===== src/rtl/tt6581_pkg.sv =====
// -----------------------------------------------------------------------------
// tt6581_pkg
//   Shared definitions for the envelope generator: voice count, prescaler
//   width, ADSR phase encoding, control FSM encoding and the rate table.
// -----------------------------------------------------------------------------
package tt6581_pkg;

   localparam int NUM_VOICES = 3;
   localparam int CNT_W      = 13;   // holds 3 * 1569

   typedef enum logic [2:0] {
      ENV_IDLE = 3'd0,
      ATTACK   = 3'd1,
      DECAY    = 3'd2,
      SUSTAIN  = 3'd3,
      RELEASE  = 3'd4
   } adsr_e;

   typedef enum logic [1:0] {
      CTRL_IDLE   = 2'd0,
      CTRL_LOAD   = 2'd1,
      CTRL_UPDATE = 2'd2,
      CTRL_SCALE  = 2'd3
   } ctrl_e;

   // Envelope updates per level step, indexed by the 4-bit rate nibble.
   localparam logic [CNT_W-1:0] RATE_PERIOD [16] = '{
      13'd1,   13'd2,   13'd3,   13'd5,
      13'd7,   13'd11,  13'd13,  13'd16,
      13'd20,  13'd49,  13'd98,  13'd157,
      13'd196, 13'd588, 13'd980, 13'd1569
   };

   // Decay and release run three times slower than attack for the same index.
   function automatic logic [CNT_W-1:0] phase_period(input logic [3:0] idx,
                                                     input logic       slow);
      logic [CNT_W-1:0] p;
      p = RATE_PERIOD[idx];
      return slow ? ((p << 1) + p) : p;
   endfunction

endpackage


===== src/rtl/env_scaler.sv =====
// -----------------------------------------------------------------------------
// env_scaler
//   Registered 10x8 unsigned multiply of a raw sample by an envelope level.
//   The result is the top ten bits of the 18-bit product (truncating >> 8).
// Ports
//   clk_i     clock
//   rst_ni    asynchronous active-low reset
//   en_i      load the product register this cycle
//   wave_i    raw unsigned 10-bit sample
//   level_i   8-bit envelope level
//   scaled_o  registered (wave_i * level_i) >> 8
// -----------------------------------------------------------------------------
module env_scaler (
   input  logic       clk_i,
   input  logic       rst_ni,
   input  logic       en_i,
   input  logic [9:0] wave_i,
   input  logic [7:0] level_i,
   output logic [9:0] scaled_o
);

   logic [17:0] product;

   assign product = 18'(wave_i) * 18'(level_i);

   always_ff @(posedge clk_i or negedge rst_ni) begin
      if (!rst_ni) begin
         scaled_o <= '0;
      end else if (en_i) begin
         scaled_o <= 10'(product >> 8);
      end
   end

endmodule


===== src/rtl/envelope_generator.sv =====
// -----------------------------------------------------------------------------
// envelope_generator
//   Per-voice ADSR envelope generator. Each accepted request steps the
//   addressed voice's envelope once, scales the raw sample by the new level
//   and answers with a one-cycle ready pulse.
//
//   Handshake: env_start_i is a one-cycle request, sampled only while the
//   control FSM is idle; all request fields are captured in that cycle.
//   env_ready_o pulses exactly four cycles after the accepted start cycle.
//   Requests arriving while busy are dropped, never queued.
//
// Ports
//   clk_i, rst_ni    clock, asynchronous active-low reset
//   env_start_i      request strobe
//   env_voice_i      voice index (indices >= NUM_VOICES are answered with 0)
//   env_gate_i       gate bit of the voice
//   env_attack_i     attack rate index
//   env_decay_i      decay rate index
//   env_sustain_i    sustain level nibble
//   env_release_i    release rate index
//   wave_i           raw unsigned voice sample
//   env_ready_o      completion pulse
//   env_wave_o       enveloped sample, held until the next completion
//   env_level_o      level of the last-processed voice, held
//   dbg_state_o      control FSM state
//   dbg_adsr_o       ADSR phase of the last-processed voice, held
// -----------------------------------------------------------------------------
module envelope_generator
   import tt6581_pkg::*;
(
   input  logic       clk_i,
   input  logic       rst_ni,
   input  logic       env_start_i,
   input  logic [1:0] env_voice_i,
   input  logic       env_gate_i,
   input  logic [3:0] env_attack_i,
   input  logic [3:0] env_decay_i,
   input  logic [3:0] env_sustain_i,
   input  logic [3:0] env_release_i,
   input  logic [9:0] wave_i,
   output logic       env_ready_o,
   output logic [9:0] env_wave_o,
   output logic [7:0] env_level_o,
   output ctrl_e      dbg_state_o,
   output adsr_e      dbg_adsr_o
);

   // ---------------- control FSM ----------------
   ctrl_e state_q, state_d;
   logic  capture_en, load_en, update_en, scale_en;

   always_ff @(posedge clk_i or negedge rst_ni) begin
      if (!rst_ni) state_q <= CTRL_IDLE;
      else         state_q <= state_d;
   end

   always_comb begin
      state_d = state_q;
      case (state_q)
         CTRL_IDLE:   if (env_start_i) state_d = CTRL_LOAD;
         CTRL_LOAD:   state_d = CTRL_UPDATE;
         CTRL_UPDATE: state_d = CTRL_SCALE;
         CTRL_SCALE:  state_d = CTRL_IDLE;
         default:     state_d = CTRL_IDLE;
      endcase
   end

   always_comb begin
      capture_en = 1'b0;
      load_en    = 1'b0;
      update_en  = 1'b0;
      scale_en   = 1'b0;
      case (state_q)
         CTRL_IDLE:   capture_en = env_start_i;
         CTRL_LOAD:   load_en    = 1'b1;
         CTRL_UPDATE: update_en  = 1'b1;
         CTRL_SCALE:  scale_en   = 1'b1;
         default:     capture_en = 1'b0;
      endcase
   end

   assign dbg_state_o = state_q;

   // ---------------- request capture ----------------
   logic [1:0] voice_q;
   logic       voice_ok_q;
   logic       gate_q;
   logic [3:0] atk_q, dec_q, sus_q, rel_q;
   logic [9:0] wave_q;

   always_ff @(posedge clk_i or negedge rst_ni) begin
      if (!rst_ni) begin
         voice_q    <= '0;
         voice_ok_q <= 1'b0;
         gate_q     <= 1'b0;
         atk_q      <= '0;
         dec_q      <= '0;
         sus_q      <= '0;
         rel_q      <= '0;
         wave_q     <= '0;
      end else if (capture_en) begin
         voice_q    <= env_voice_i;
         voice_ok_q <= (int'(env_voice_i) < NUM_VOICES);
         gate_q     <= env_gate_i;
         atk_q      <= env_attack_i;
         dec_q      <= env_decay_i;
         sus_q      <= env_sustain_i;
         rel_q      <= env_release_i;
         wave_q     <= wave_i;
      end
   end

   // ---------------- per-voice state (flop arrays) ----------------
   logic [7:0]       level_q [NUM_VOICES];
   adsr_e            adsr_q  [NUM_VOICES];
   logic [CNT_W-1:0] cnt_q   [NUM_VOICES];
   logic             gprev_q [NUM_VOICES];

   // Read mux; an out-of-range index matches nothing and reads as zero.
   logic [7:0]       rd_level;
   adsr_e            rd_adsr;
   logic [CNT_W-1:0] rd_cnt;
   logic             rd_gprev;

   always_comb begin
      rd_level = '0;
      rd_adsr  = ENV_IDLE;
      rd_cnt   = '0;
      rd_gprev = 1'b0;
      for (int v = 0; v < NUM_VOICES; v++) begin
         if (int'(voice_q) == v) begin
            rd_level = level_q[v];
            rd_adsr  = adsr_q[v];
            rd_cnt   = cnt_q[v];
            rd_gprev = gprev_q[v];
         end
      end
   end

   // Working copy of the selected voice, loaded in LOAD.
   logic [7:0]       cur_level_q;
   adsr_e            cur_adsr_q;
   logic [CNT_W-1:0] cur_cnt_q;
   logic             cur_gprev_q;

   always_ff @(posedge clk_i or negedge rst_ni) begin
      if (!rst_ni) begin
         cur_level_q <= '0;
         cur_adsr_q  <= ENV_IDLE;
         cur_cnt_q   <= '0;
         cur_gprev_q <= 1'b0;
      end else if (load_en) begin
         cur_level_q <= rd_level;
         cur_adsr_q  <= rd_adsr;
         cur_cnt_q   <= rd_cnt;
         cur_gprev_q <= rd_gprev;
      end
   end

   // ---------------- envelope step (combinational, used in UPDATE) ----------------
   logic [7:0]       s8, atk_lvl, dec_lvl, rel_lvl;
   logic [CNT_W-1:0] period;
   logic             counting, step_due;
   logic [7:0]       lvl_n;
   adsr_e            adsr_n;
   logic [CNT_W-1:0] cnt_n;
   logic [7:0]       level_new;
   adsr_e            adsr_new;

   assign s8      = {sus_q, sus_q};
   assign atk_lvl = (cur_level_q == 8'hFF) ? 8'hFF : cur_level_q + 8'd1;
   assign dec_lvl = (cur_level_q > s8)     ? cur_level_q - 8'd1 : cur_level_q;
   assign rel_lvl = (cur_level_q != 8'h00) ? cur_level_q - 8'd1 : 8'h00;

   always_comb begin
      period = '0;
      case (cur_adsr_q)
         ATTACK:  period = phase_period(atk_q, 1'b0);
         DECAY:   period = phase_period(dec_q, 1'b1);
         RELEASE: period = phase_period(rel_q, 1'b1);
         default: period = '0;
      endcase
   end

   // Sustain and idle have nothing to time, so their prescaler stays at 0.
   // '>=' rather than '==' lets a rate change to a shorter period step
   // immediately instead of wrapping the prescaler.
   assign counting = (cur_adsr_q == ATTACK) || (cur_adsr_q == DECAY) ||
                     (cur_adsr_q == RELEASE);
   assign step_due = counting && (cur_cnt_q >= (period - CNT_W'(1)));

   always_comb begin
      lvl_n  = cur_level_q;
      adsr_n = cur_adsr_q;
      cnt_n  = cur_cnt_q;
      if (gate_q && !cur_gprev_q) begin
         // Retrigger keeps the current level.
         adsr_n = ATTACK;
         cnt_n  = '0;
      end else if (!gate_q && cur_gprev_q) begin
         adsr_n = RELEASE;
         cnt_n  = '0;
      end else if (step_due) begin
         cnt_n = '0;
         case (cur_adsr_q)
            ATTACK: begin
               lvl_n = atk_lvl;
               if (atk_lvl == 8'hFF) adsr_n = DECAY;
            end
            DECAY: begin
               lvl_n = dec_lvl;
               if (dec_lvl <= s8) adsr_n = SUSTAIN;
            end
            RELEASE: begin
               lvl_n = rel_lvl;
               if (rel_lvl == 8'h00) adsr_n = ENV_IDLE;
            end
            default: lvl_n = cur_level_q;
         endcase
      end else if (counting) begin
         cnt_n = cur_cnt_q + CNT_W'(1);
      end
   end

   assign level_new = voice_ok_q ? lvl_n  : 8'h00;
   assign adsr_new  = voice_ok_q ? adsr_n : ENV_IDLE;

   always_ff @(posedge clk_i or negedge rst_ni) begin
      if (!rst_ni) begin
         for (int v = 0; v < NUM_VOICES; v++) begin
            level_q[v] <= '0;
            adsr_q[v]  <= ENV_IDLE;
            cnt_q[v]   <= '0;
            gprev_q[v] <= 1'b0;
         end
      end else if (update_en && voice_ok_q) begin
         for (int v = 0; v < NUM_VOICES; v++) begin
            if (int'(voice_q) == v) begin
               level_q[v] <= lvl_n;
               adsr_q[v]  <= adsr_n;
               cnt_q[v]   <= cnt_n;
               gprev_q[v] <= gate_q;
            end
         end
      end
   end

   // ---------------- scaling and outputs ----------------
   logic [7:0] level_new_q;
   adsr_e      adsr_new_q;
   logic [9:0] scaled;

   env_scaler u_scaler (
      .clk_i    (clk_i),
      .rst_ni   (rst_ni),
      .en_i     (update_en),
      .wave_i   (wave_q),
      .level_i  (level_new),
      .scaled_o (scaled)
   );

   always_ff @(posedge clk_i or negedge rst_ni) begin
      if (!rst_ni) begin
         level_new_q <= '0;
         adsr_new_q  <= ENV_IDLE;
      end else if (update_en) begin
         level_new_q <= level_new;
         adsr_new_q  <= adsr_new;
      end
   end

   always_ff @(posedge clk_i or negedge rst_ni) begin
      if (!rst_ni) begin
         env_ready_o <= 1'b0;
         env_wave_o  <= '0;
         env_level_o <= '0;
         dbg_adsr_o  <= ENV_IDLE;
      end else begin
         env_ready_o <= scale_en;
         if (scale_en) begin
            env_wave_o  <= scaled;
            env_level_o <= level_new_q;
            dbg_adsr_o  <= adsr_new_q;
         end
      end
   end

endmodule


===== config.mk =====
export PLATFORM = sky130hd
export DESIGN_NAME = envelope_generator
export DESIGN_NICKNAME = d
export VERILOG_FILES = /design/src/rtl/tt6581_pkg.sv /design/src/rtl/env_scaler.sv /design/src/rtl/envelope_generator.sv
export SDC_FILE = /design/constraint.sdc
export NUM_CORES = 1
export LEC_CHECK = 0
export ABC_AREA = 1
export BUFFER_PORTS_ARGS = -buffer_cell sky130_fd_sc_hd__buf_4
export CAP_MARGIN = 20
export CORE_MARGIN = 1
export CORE_UTILIZATION = 60
export CTS_BUF_LIST = sky130_fd_sc_hd__clkbuf_8
export CTS_CLUSTER_SIZE = 20
export DETAILED_ROUTE_END_ITERATION = 7
export GPL_ROUTABILITY_DRIVEN = 0
export MAX_ROUTING_LAYER = met4
export PLACE_DENSITY = 0.78
export SETUP_SLACK_MARGIN = 0.5
export SLEW_MARGIN = 30
export SYNTH_ARGS = -nofsm -noshare
export SYNTH_HDL_FRONTEND = slang
export SYNTH_SLANG_ARGS = --single-unit

===== constraint.sdc =====
create_clock -name clk_i -period 23.1 [get_ports clk_i]
set_clock_uncertainty 0.1 [all_clocks]
set_input_delay 6.93 -clock clk_i [delete_from_list [all_inputs] [get_ports clk_i]]
set_output_delay 6.93 -clock clk_i [all_outputs]
set_load 0.01 [all_outputs]

# After elaboration in Yosys (flattened, before gate mapping)

Memory sizes are Yosys's and may differ from the RTL's.
Index checks and enable logic that the tools add are counted.

Latch bits: 0
Bits in read-only memories: 624
RAM bits: 0
Register bits after elaboration: 175
Output and inout port bits: 24
Memories kept: 3
Word-level logic and storage cells: 123

Memories:

| memory           | words | bits a word | rd ports | clocked after Yosys merged registers in | write ports | line             | source |
|---|---|---|---|---|---|---|---|
| (name not given) | 16    | 13          | 1        | 0                                       | 0           | tt6581_pkg.sv:38 | `p = RATE_PERIOD[idx];` |
| (name not given) | 16    | 13          | 1        | 0                                       | 0           | tt6581_pkg.sv:38 |  |
| (name not given) | 16    | 13          | 1        | 0                                       | 0           | tt6581_pkg.sv:38 |  |

Bitwise gates (word level): 3
Div/mod/pow operators: 0
Multipliers: 1
$add $sub $neg: 6
Shift operators: 0
Mux-type cells: 45
Reductions and logical operators: 15
Equality and inequality tests: 11
Magnitude comparators: 7

Operators by type and width:

| kind                                               | number |
|---|---|
| two-way mux 13 bit                                 | 13 |
| two-way mux 8 bit                                  | 10 |
| one-hot mux 13 bit (3 select lines)                | 1 |
| two-way mux 3 bit                                  | 10 |
| adder 13 bit                                       | 2 |
| one-hot mux 8 bit (3 select lines)                 | 1 |
| multiplier 10 x 8 -> 18 bit                        | 1 |
| == test 8 bit, second input constant               | 2 |
| >= comparator 5 bit, second input constant         | 3 |
| inverter 4 -> 5 bit                                | 3 |
| adder 13 x 1 -> 13 bit, second input constant      | 1 |
| >= comparator 13 bit                               | 1 |
| subtractor 13 x 1 -> 13 bit, second input constant | 1 |
| one-hot mux 3 bit (3 select lines)                 | 1 |
| adder 8 x 1 -> 8 bit, second input constant        | 1 |
| == test 2 bit, second input constant               | 4 |
| > comparator 8 bit                                 | 1 |
| less-or-equal comparator 8 bit                     | 1 |
| logical NOT 8 bit                                  | 1 |
| one-hot mux 2 bit (4 select lines)                 | 1 |
| nonzero test 8 bit                                 | 1 |
| subtractor 8 x 1 -> 8 bit, second input constant   | 1 |
| two-way mux 1 bit                                  | 7 |
| AND reduction 2 bit                                | 3 |
| 11 further kinds                                   | 17 |

# Depth between registers and ports, before layout

Gate-level depths: netlist of run 1.

Word-level depth: 14
Mapped depth: 58

# Cells and area by module

A second synthesis of run 1 with hierarchy kept.

Cells, all modules: 1,826
Area total of the unflattened synthesis: 13,635.6 um^2

Modules (own cells, without submodules):

| module             | cells each | sequential area each (um^2) | area each (um^2) | times used |
|---|---|---|---|---|
| envelope_generator | 1,380      | 4,129.0                     | 10,523.8         | 1 |
| env_scaler         | 446        | 250.2                       | 3,111.7          | 1 |

# Least setup slack after synthesis of run 1

No wires, ideal clock.

Path type: reg2reg
Start point: register dec_q[0]
End point: register u_scaler.scaled_o[8]
Buffers on the path: 1
Data arrival time: 8,195 ps
Required time: 22,883 ps
Cell stages (with the launch flop): 53
Library setup time: 117 ps
Slack: 14,688 ps
Period minus slack after synthesis: 8,412 ps
Cell sequence: dfrtp_1 > inv_1 > ha_1 > nand2_1 > nand2_1 > nand2_1 > o21ai_0 > ha_1 > fa_1 > nand2_1 > nand2_1 > a21oi_1 > inv_1 > o21ai_0 > o211ai_1 > nor2_1 > nand3_1 > nor2_1 > [... 17 more ...] > inv_1 > nor2_1 > fa_1 > fa_1 > fa_1 > inv_1 > fa_1 > inv_1 > ha_1 > nand2_1 > nor4_1 > nand3_1 > nand2_1 > nand2_1 > nand2_1 > nand2_1 > nand3_1 > nand2_1

Cells in the longest elaborated chain, start to end: 14

RTL lines:

| what                                                   | line                      | source |
|---|---|---|
| from (decl)                                            | envelope_generator.sv:88  | `logic [3:0] atk_q, dec_q, sus_q, rel_q;` |
| from (signal assigned)                                 | envelope_generator.sv:106 | `dec_q <= env_decay_i;` |
| inverter 4 -> 5 bit (implied by the code)              | tt6581_pkg.sv:38          |  |
| memory read (16 x 13 bit)                              | n/a                       |  |
| two-way mux 13 bit (implied by the code) (2 in series) | tt6581_pkg.sv:38          |  |
| adder 13 bit                                           | tt6581_pkg.sv:39          | `return slow ? ((p << 1) + p) : p;` |
| one-hot mux 13 bit (3 select lines)                    | envelope_generator.sv:177 | `case (cur_adsr_q)` |
| subtractor 13 x 1 -> 13 bit                            | envelope_generator.sv:190 | `assign step_due = counting && (cur_cnt_q >= (period - CNT_W'(1)));` |
| >= comparator 13 bit                                   | envelope_generator.sv:190 |  |
| logical AND 1 bit                                      | envelope_generator.sv:190 |  |
| two-way mux 8 bit                                      | envelope_generator.sv:203 | `end else if (step_due) begin` |
| two-way mux 8 bit                                      | envelope_generator.sv:200 | `end else if (!gate_q && cur_gprev_q) begin` |
| two-way mux 8 bit                                      | envelope_generator.sv:196 | `if (gate_q && !cur_gprev_q) begin` |
| two-way mux 8 bit                                      | envelope_generator.sv:225 | `assign level_new = voice_ok_q ? lvl_n : 8'h00;` |
| multiplier 10 x 8 -> 18 bit                            | env_scaler.sv:24          | `assign product = 18'(wave_i) * 18'(level_i);` |
| to (signal assigned)                                   | env_scaler.sv:30          | `scaled_o <= 10'(product >> 8);` |
| to (decl)                                              | env_scaler.sv:19          | `output logic [9:0] scaled_o` |

No other way between the ends. The select of a mux whose other input is x is not followed.
A chain may end at the register's enable or synchronous reset.

# Worst setup path in the final report of run 1

Start point: register dec_q[0]
End point: register u_scaler.scaled_o[9]

Same word-level chain as after synthesis.

==> results of run 1 <==
## final timing paths
path,start,end,slack (ps),depth (start not counted)
max in group asynchronous,rst_ni,u_scaler.scaled_o[1],15350,2
worst max-delay path,dec_q[0],u_scaler.scaled_o[9],13510,50
worst max register to register,dec_q[0],u_scaler.scaled_o[9],13510,50
min in group asynchronous,rst_ni,dec_q[3],6280,1
worst min-delay path,level_new_q[7],level_new_q[7],380,2
worst min register to register,level_new_q[7],level_new_q[7],380,2
## area by class of cell
cell class,count,area [um2],share of cell area (%)
multi-input cells,1227,7590,54.0
flip-flops and latches,175,4380,31.2
inverters,233,876,6.23
repair buffers,64,484,3.45
well taps,275,344,2.45
clock buffers,17,234,1.66
clock inverters,14,149,1.06
## Yosys cell counts, types with 6 or more instances
master | number | area [um2]
sky130_fd_sc_hd__o22ai_1 | 23 | 144
sky130_fd_sc_hd__o211ai_1 | 11 | 82.6
sky130_fd_sc_hd__a32oi_1 | 8 | 70.1
sky130_fd_sc_hd__a21oi_1 | 84 | 420
sky130_fd_sc_hd__nand2_2 | 6 | 37.5
sky130_fd_sc_hd__inv_2 | 10 | 37.5
sky130_fd_sc_hd__a31oi_1 | 8 | 50.1
sky130_fd_sc_hd__mux2_2 | 21 | 236
sky130_fd_sc_hd__nand2_1 | 421 | 1580
sky130_fd_sc_hd__a211oi_1 | 10 | 75.1
sky130_fd_sc_hd__nand3b_1 | 6 | 45.0
sky130_fd_sc_hd__inv_1 | 220 | 826
sky130_fd_sc_hd__clkbuf_1 | 35 | 131
sky130_fd_sc_hd__nand3_1 | 78 | 390
sky130_fd_sc_hd__xor2_1 | 23 | 201
sky130_fd_sc_hd__o21ai_0 | 134 | 671
sky130_fd_sc_hd__nor4_1 | 7 | 43.8
sky130_fd_sc_hd__nor2_1 | 140 | 526
sky130_fd_sc_hd__o21ai_1 | 10 | 50.1
sky130_fd_sc_hd__dfrtp_1 | 175 | 4380
sky130_fd_sc_hd__ha_1 | 115 | 1440
sky130_fd_sc_hd__nor3_1 | 17 | 85.1
sky130_fd_sc_hd__fa_1 | 49 | 981
sky130_fd_sc_hd__nand4_1 | 14 | 87.6
## worst register-to-register path: cells and delay by family, from the launching register on
family	cells	cell delay, ps
adders and majority gates	9	3800
buffers and inverters	7	850
DFF	1	510
and+or+nand+nor	27	3210
AOI/OAI and AO/OA	7	1020
## kinds of logic (layout without fill, tap and decap cells)
logic type | Yosys count | after routing | synth area share [%]
simple gates | 706 | 706 | 22.6
compound gates | 309 | 309 | 13.4
buf+inv | 280 | 328 | 8.32
flops | 175 | 175 | 33.6
fa+ha+maj | 164 | 164 | 18.5
xor+xnor | 27 | 27 | 1.81
mux | 21 | 21 | 1.81
## through the flow
stage          std cells  worst slack [ps]  cell area [um2]
2_1_floorplan       1682             14690            13000
3_3_place_gp        1974             14050            13700
3_5_place_dp        1974             13690            13700
4_1_cts             2005             13640            14100
5_1_grt             2005             12640            14100
6_report            2005             13510            14100
## registers in the layout, indices dropped and copies added, names as in the netlist, 8 cells and up
name	cells
env_wave_o	10
cnt_q	39
env_level_o	8
level_q	24
u_scaler.scaled_o	10
wave_q	10
level_new_q	8
cur_cnt_q	13
adsr_q	9
cur_level_q	8
## layer usage
| metal | share of wire (%) | GRT usage, % |
|---|---|---|
| met1 | 42 | 40.1 |
| met2 | 48 | 53.2 |
| met3 | 6.0 | 4.09 |
| met4 | 3.9 | 13.3 |
| met5 | 0 | - |
==> results.cfg, run 1 <==
[outcome]
run_status = complete, no violations

[clock_network]
cts_buffer_depth = 2
cts.reportedPaths.clkPinSlew_ps = 120
cts_tree = built
clk_latency_ps = 480
cts_inserted_buffers = 17
clock_tree_sinks = 175
cts-htree-levels = 4
clockRootBuffer = sky130_fd_sc_hd__clkbuf_8
cts_hold_repair.buffers = 0
postCtsSetupRepairBufs = 0
postCtsResizedCells = 0

[critical_path]
cp_num_buf_inv = 7
critical-path-max-stage-delay_ps = 560
timing.critical_path.to_type = register
critical_path_peak_fanout = 14
cpLargestDelayFamily = adder cells
timing_worst_setup_path_type = register to register
cp_slowest_cell = sky130_fd_sc_hd__fa_1
critPathMostFrequentCell = sky130_fd_sc_hd__nand2_1
worst-endpoint-arrival_ps = 9860
crit_required_ps = 23370
startpoint_type = register

[sta]
report.final.slew_viol_count = 0
final.setup.tns_ps = 0
finalHoldViolCount = 0
rsz0062_at_grt = false
fin_hold_ws_ps = 382
finalWorstPathRequiredPeriod_ps = 9590
period_share_pct = 41.5
slew_headroom_pct = 42.2
tightestPinTransition_ps = 859
finalSetupViolCount = 0
max_clock_freq_ghz = 0.104

[logic_synthesis]
ys_dominant_reg_cell = sky130_fd_sc_hd__dfrtp_1
synth.avg_cell_area_um2 = 7.76
postSynthCellCount = 1682
number_of_library_cell_types_mapped_by_synthesis = 53
syn_area_um2 = 13000
yosysWarningCount = 0
yosysSeqAreaShare_pct = 33.6
number_of_flops_mapped_to_enable_cells_by_yosys = 0
synth_seq_cells = 175
synth_fp_nets = 1878
postSynth.asyncResetShare_pct = 100

[grt]
globalRoute.totalOverflow = 0
grt_util_all_layers_pct = 32.3
antenna_found_initial = 0
grt_first_pass_wirelength_um = 55000
grt_pass1_vias = 11300
grt_max_degree = 70

[layout]
drive_gt1_share_pct = 8.84
layout.cells.most_common = sky130_fd_sc_hd__nand2_1
antennaDiodeCount = 0
flow.area_growth_from_synthesis_pct = 7.71
nNetsFinal = 1914
finish.utilization_pct = 66.4
filler_cells = 1836
final_cell_mix = 421 x sky130_fd_sc_hd__nand2_1, 219 x sky130_fd_sc_hd__inv_1, 175 x sky130_fd_sc_hd__dfrtp_1, 139 x sky130_fd_sc_hd__nor2_1, 134 x sky130_fd_sc_hd__o21ai_0

[die]
floorplan.core_area_um2 = 21200
die_w_um = 149
num_io_pins = 56
initial_utilization_pct = 61.7
dieHeight_um = 149
floorplan.rows = 53
dieArea_um2 = 22300

[detailed_routing]
final_routed_wirelength_across_all_metal_layers_um = 32900
viasPerCell = 5.77
drc = 0
ant_nets = 0
dr.pass1.iters = 5
route.detailed.wl_per_inst_um = 16.4
drt-initial-drc-count = 900
via_count = 11600

[placement]
dpl.hpwl_um = 24700
port_buffers = 55

[job]
maxCapViolations = 0

[worst_hold_path]
worst_hold_path_class = register to register
Power of run 1 is left out: the tool's default activity adds up to more than one toggle a clock period on the data nets, which glitch-free logic cannot reach.
==> inputs of run 2 (changes only) <==
clock period = 9.15 ns   (was 23.1 ns; I/O delays follow)
==> run 2 against run 1 <==
Wire length is 6.2% higher. Global-route usage down 0.18 points. Register-to-register slack worse by 13000 ps. Core utilization grew 5.2 points. Die area unchanged. Worst hold slack improved by 9.2 ps. First-iteration DRC count is 9.1% higher. Via count up 4.4%. Sequential share of layout area down 2.2 points. Critical endpoint is now u_scaler.scaled_o[2]. Largest cell class unchanged.
==> results.cfg, run 2 (synthesis results as in run 1) <==
[grt]
globalRoute.totalOverflow = 0
gr-usage-met2_pct = 52.0
grt_first_pass_wirelength_um = 54500
grt_util_all_layers_pct = 32.1
antenna_found_initial = 0
grt_max_degree = 96
grt.met3_usage_pct = 4.36
globalRoute.busiestLayer = met2
grt_pass1_vias = 11200
met1_track_usage_gr_pct = 40.2

[worst_hold_path]
hold_path_startpoint = level_new_q[1]
worst_hold_path_class = register to register

[sta]
finalHoldViolCount = 0
rsz0062_at_grt = false
period_share_pct = 93.5
final.setup.tns_ps = 0
report.final.slew_viol_count = 0
slew_headroom_pct = 46.6
finalWorstPathRequiredPeriod_ps = 8550
max_clock_freq_ghz = 0.117
finalSetupViolCount = 0
fin_hold_ws_ps = 392
tightestPinTransition_ps = 801
worst_slack_ps = 596

[clock_network]
clock_tree_sinks = 175
cts_inserted_buffers = 17
clk_latency_ps = 480
cts_buffer_depth = 2
clockRootBuffer = sky130_fd_sc_hd__clkbuf_8
cts-htree-levels = 4
cts.reportedPaths.clkPinSlew_ps = 110
cts_tree = built

[critical_path]
timing_worst_setup_path_type = register to register
cp_slowest_cell = sky130_fd_sc_hd__fa_1
crit_required_ps = 9420
timing.rr.start = rel_q[1]
startpoint_type = register
timing.critical_path.to_type = register
critical_path_peak_fanout = 4
cp_num_buf_inv = 7
setup.reg_to_reg.worst_slack_ps = 600
worst-endpoint-arrival_ps = 8820
worstSetupStartpoint = rel_q[1]
cpLargestDelayFamily = adder cells
critical-path-max-stage-delay_ps = 570
critPathMostFrequentCell = sky130_fd_sc_hd__nand2_1

[layout]
largest_reg_flops = 39
antennaDiodeCount = 0
nNetsFinal = 1967
flow.area_growth_from_synthesis_pct = 16.1
drive_gt1_share_pct = 18.0
register_bank_with_the_most_flops = cnt_q
layout.cells.most_common = sky130_fd_sc_hd__nand2_1
final_cell_mix = 403 x sky130_fd_sc_hd__nand2_1, 204 x sky130_fd_sc_hd__inv_1, 171 x sky130_fd_sc_hd__dfrtp_1, 121 x sky130_fd_sc_hd__o21ai_0, 120 x sky130_fd_sc_hd__nor2_1
biggest_registers_after_layout = cnt_q (39), level_q (24), cur_cnt_q (13)
fin_cells = 2059

[placement]
dpl.hpwl_um = 24300
dp_slack_ps = -22.1
port_buffers = 55
place.detailed.instances = 1982

[detailed_routing]
ant_nets = 0
route.detailed.wl_per_inst_um = 17.0
final_routed_wirelength_across_all_metal_layers_um = 35000
drc = 0
drt-initial-drc-count = 982
dr.pass1.iters = 6
viasPerCell = 5.87
via_count = 12100

[die]
dieHeight_um = 149
initial_utilization_pct = 61.7
floorplan.rows = 53
die_w_um = 149
dieArea_um2 = 22300
num_io_pins = 56
floorplan.core_area_um2 = 21200

[outcome]
run_status = complete, no violations

[job]
maxCapViolations = 0
==> run 2: changes by cell type in the layout (fill, tap and decap cells not counted), moves of 14 or more <==
cell,previous run,this run
sky130_fd_sc_hd__ha_4,0,16
sky130_fd_sc_hd__nand2_2,6,20
sky130_fd_sc_hd__ha_1,114,95
sky130_fd_sc_hd__inv_1,219,204
sky130_fd_sc_hd__buf_4,63,109
sky130_fd_sc_hd__nor2_1,139,120
sky130_fd_sc_hd__nand2_1,421,403
==> run 2: path summary, 6_finish.rpt <==
| kind | end | depth (start not counted) |
|---|---|---|
| min reg2reg | level_new_q[1] | 2 |
| min in group asynchronous | dec_q[2] | 1 |
| max in group asynchronous | cur_level_q[5] | 2 |
| max | u_scaler.scaled_o[2] | 50 |
| max reg2reg | u_scaler.scaled_o[2] | 50 |
| min | level_new_q[1] | 2 |
==> run 2: metrics by stage <==
step	cell area (um2)	util (%)
after floorplan	13000	-
after global placement	13700	64.9
after detailed placement	13700	64.9
after CTS	14400	67.9
after global routing	15100	71.6
final	15100	71.6
==> run 2: repair_timing <==
| item | 4_1_cts | 5_1_grt |
|---|---|---|
| pin swaps | 9 | 48 |
| endpoints found under the hold margin | 0 | 0 |
| buffers inserted | 10 | 34 |
| hold buffers | 0 | 0 |
| cloned | 1 | 0 |
| gates resized for setup | 34 | 124 |
| endpoints found under the setup margin | 10 | 10 |
==> run 2: routing by layer <==
| metal | wire length, um | part of all wire [%] |
|---|---|---|
| met5 | 0 | 0 |
| met4 | 1560 | 4.5 |
| met3 | 2130 | 6.1 |
| met2 | 17200 | 49 |
| met1 | 14000 | 40 |
==> run 2: worst reg2reg max path, delay by kind of cell (launching register included) <==
kind | cells | cell delay, ps
buffers and inverters | 7 | 770
adders and majority gates | 9 | 3470
DFF | 1 | 460
AOI/OAI and AO/OA | 4 | 580
and+or+nand+nor | 30 | 3070
==> run 2: area by class of cell <==
class,count,area [um2]
Clock buffer,17,234
Multi-Input combinational cell,1227,8170
Timing Repair Buffer,116,908
Clock inverter,15,214
Fill cell,1578,6010
Timing Repair inverter,1,7.51
Tap cell,275,344
Sequential cell,175,4380
Inverter,233,888
Power of run 2 is left out for the same reason.
==> inputs of run 3 (changes only) <==
CORE_MARGIN = 3   (was 1)
==> run 3 against run 2 <==
First-iteration DRC count up 16%. Final area up 0.80%. Maximum frequency shrank 0.55%. Clock-buffer cell count unchanged. Sequential share of layout area shrank 0.24 points. Core utilization up 0.35 points. Global-route usage fell by 2.6 points. Cell count up 0.29%. Largest cell class unchanged. Highest routed layer unchanged.
==> results.cfg, run 3 (synthesis results as in run 1) <==
[sta]
tightestPinTransition_ps = 967
final.setup.tns_ps = 0
report.final.slew_viol_count = 0
finalHoldViolCount = 0
finalWorstPathRequiredPeriod_ps = 8600
max_clock_freq_ghz = 0.116
finalSetupViolCount = 0
slew_headroom_pct = 35.5
rsz0062_at_grt = true
period_share_pct = 94.0

[critical_path]
r2r_end = u_scaler.scaled_o[3]
startpoint_type = register
r2r_cells = 50
timing.critical_path.to_type = register
critPathMostFrequentCell = sky130_fd_sc_hd__nand2_1
cpLargestDelayFamily = adder cells
worst-endpoint-arrival_ps = 8860
crit_required_ps = 9410
timing.rr.start = rel_q[0]
cp_num_buf_inv = 8
timing_worst_setup_path_type = register to register
critical_path_peak_fanout = 7
setup.reg_to_reg.worst_slack_ps = 550
cp_slowest_cell = sky130_fd_sc_hd__fa_1
critical-path-max-stage-delay_ps = 530

[layout]
largest_reg_flops = 39
antennaDiodeCount = 0
layout.area.seq_um2 = 4380
register_bank_with_the_most_flops = cnt_q
layout.cells.most_common = sky130_fd_sc_hd__nand2_1
biggest_registers_after_layout = cnt_q (39), level_q (24), cur_cnt_q (13)
flow.area_growth_from_synthesis_pct = 17.0
filler_cells = 1553
nNetsFinal = 1973
final_cell_mix = 393 x sky130_fd_sc_hd__nand2_1, 201 x sky130_fd_sc_hd__inv_1, 172 x sky130_fd_sc_hd__dfrtp_1, 121 x sky130_fd_sc_hd__o21ai_0, 116 x sky130_fd_sc_hd__nor2_1
multiInputGateArea_um2 = 8270
drive_gt1_share_pct = 19.2

[clock_network]
cts-htree-levels = 4
cts.reportedPaths.clkPinSlew_ps = 100
clock_tree_sinks = 175
cts_buffer_depth = 2
cts_hold_repair.buffers = 0
cts_tree = built
cts_inserted_buffers = 17
clk_latency_ps = 480
clockRootBuffer = sky130_fd_sc_hd__clkbuf_8

[die]
num_io_pins = 56
dieHeight_um = 153
die_w_um = 153
dieArea_um2 = 23600
floorplan.rows = 53
floorplan.core_area_um2 = 21200
initial_utilization_pct = 61.5

[detailed_routing]
dr.pass1.iters = 6
drt-initial-drc-count = 1136
ant_nets = 0
viasPerCell = 5.85
route.detailed.wl_per_inst_um = 17.3
final_routed_wirelength_across_all_metal_layers_um = 35700
via_count = 12100
drc = 0

[grt]
antenna_found_initial = 0
grt_max_degree = 95
globalRoute.totalOverflow = 0
grt_pass1_vias = 11400
grt_util_all_layers_pct = 29.5
grt_first_pass_wirelength_um = 55800

[worst_hold_path]
hold-path-endpoint = level_new_q[4]
worst_hold_path_class = register to register
worstHoldPathCells = 2
hold_path_startpoint = level_new_q[4]

[placement]
port_buffers = 55
dpl.hpwl_um = 24400

[outcome]
run_status = complete, no violations

[job]
maxCapViolations = 0
-- run 3: changes by cell type in the layout (fill, tap and decap cells not counted), sizes merged --
cell | previous run | this run
buf | 115 | 122
bufinv | 2 | 1
clkbuf | 18 | 17
clkinv | 8 | 9
clkinvlp | 1 | 3
inv | 238 | 236
-- run 3: per-stage QoR --
stage                     setup WS [ps]  area, um2  std cells  hold slack (ps)  util (%)
after floorplan                     738      13000       1682              344         -
after global placement              337      13700       1983              363      64.7
after detailed placement           66.5      13700       1983              362      64.7
after CTS                           511      14400       2033              393      67.7
after global routing                103      15300       2065              414      72.0
final                               549      15300       2065              391      72.0
-- run 3: worst reg2reg max path: cells and delay by family (launching register included) --
kind | cells | cell delay [ps]
flip-flops | 1 | 470
AND/OR/NAND/NOR | 27 | 2800
AO/OA/AOI/OAI | 6 | 960
buffers and inverters | 8 | 800
adder cells (fa/ha/maj) | 9 | 3350
-- run 3: how the worst max path moves through the flow --
stage | start | endpoint | cells past startpoint
after floorplan | dec_q[0] | u_scaler.scaled_o[8] | 52
after global placement | rel_q[0] | u_scaler.scaled_o[9] | 49
after detailed placement | dec_q[1] | u_scaler.scaled_o[9] | 52
after CTS | dec_q[0] | u_scaler.scaled_o[0] | 48
after global routing | rel_q[2] | u_scaler.scaled_o[9] | 46
final | rel_q[0] | u_scaler.scaled_o[3] | 50
-- run 3: repair_timing --
item / 4_1_cts / 5_1_grt
pin swaps: 8 / 85
resized for setup: 29 / 166
endpoints found under the setup margin: 10 / 10
cloned: 1 / 0
setup buffers: 17 / 32
-- run 3: cell type report --
class / instances / area share, %
Timing Repair Buffer: 122 / 6.29
Inverter: 233 / 5.88
Tap cell: 275 / 2.25
Clock inverter: 15 / 1.14
Sequential cell: 175 / 28.7
Clock buffer: 17 / 1.53
Timing Repair inverter: 1 / 0.0492
Multi-Input combinational cell: 1227 / 54.1
-- run 3: layer usage --
metal  up-vias  track usage, %  wire, um
met2       570            48.7     17400
met1      5678            37.3     14400
met3       133            4.28      2410
li1       5690               -         -
met4         0            10.7      1470
met5         -               -         0
Power of run 3 is left out for the same reason.
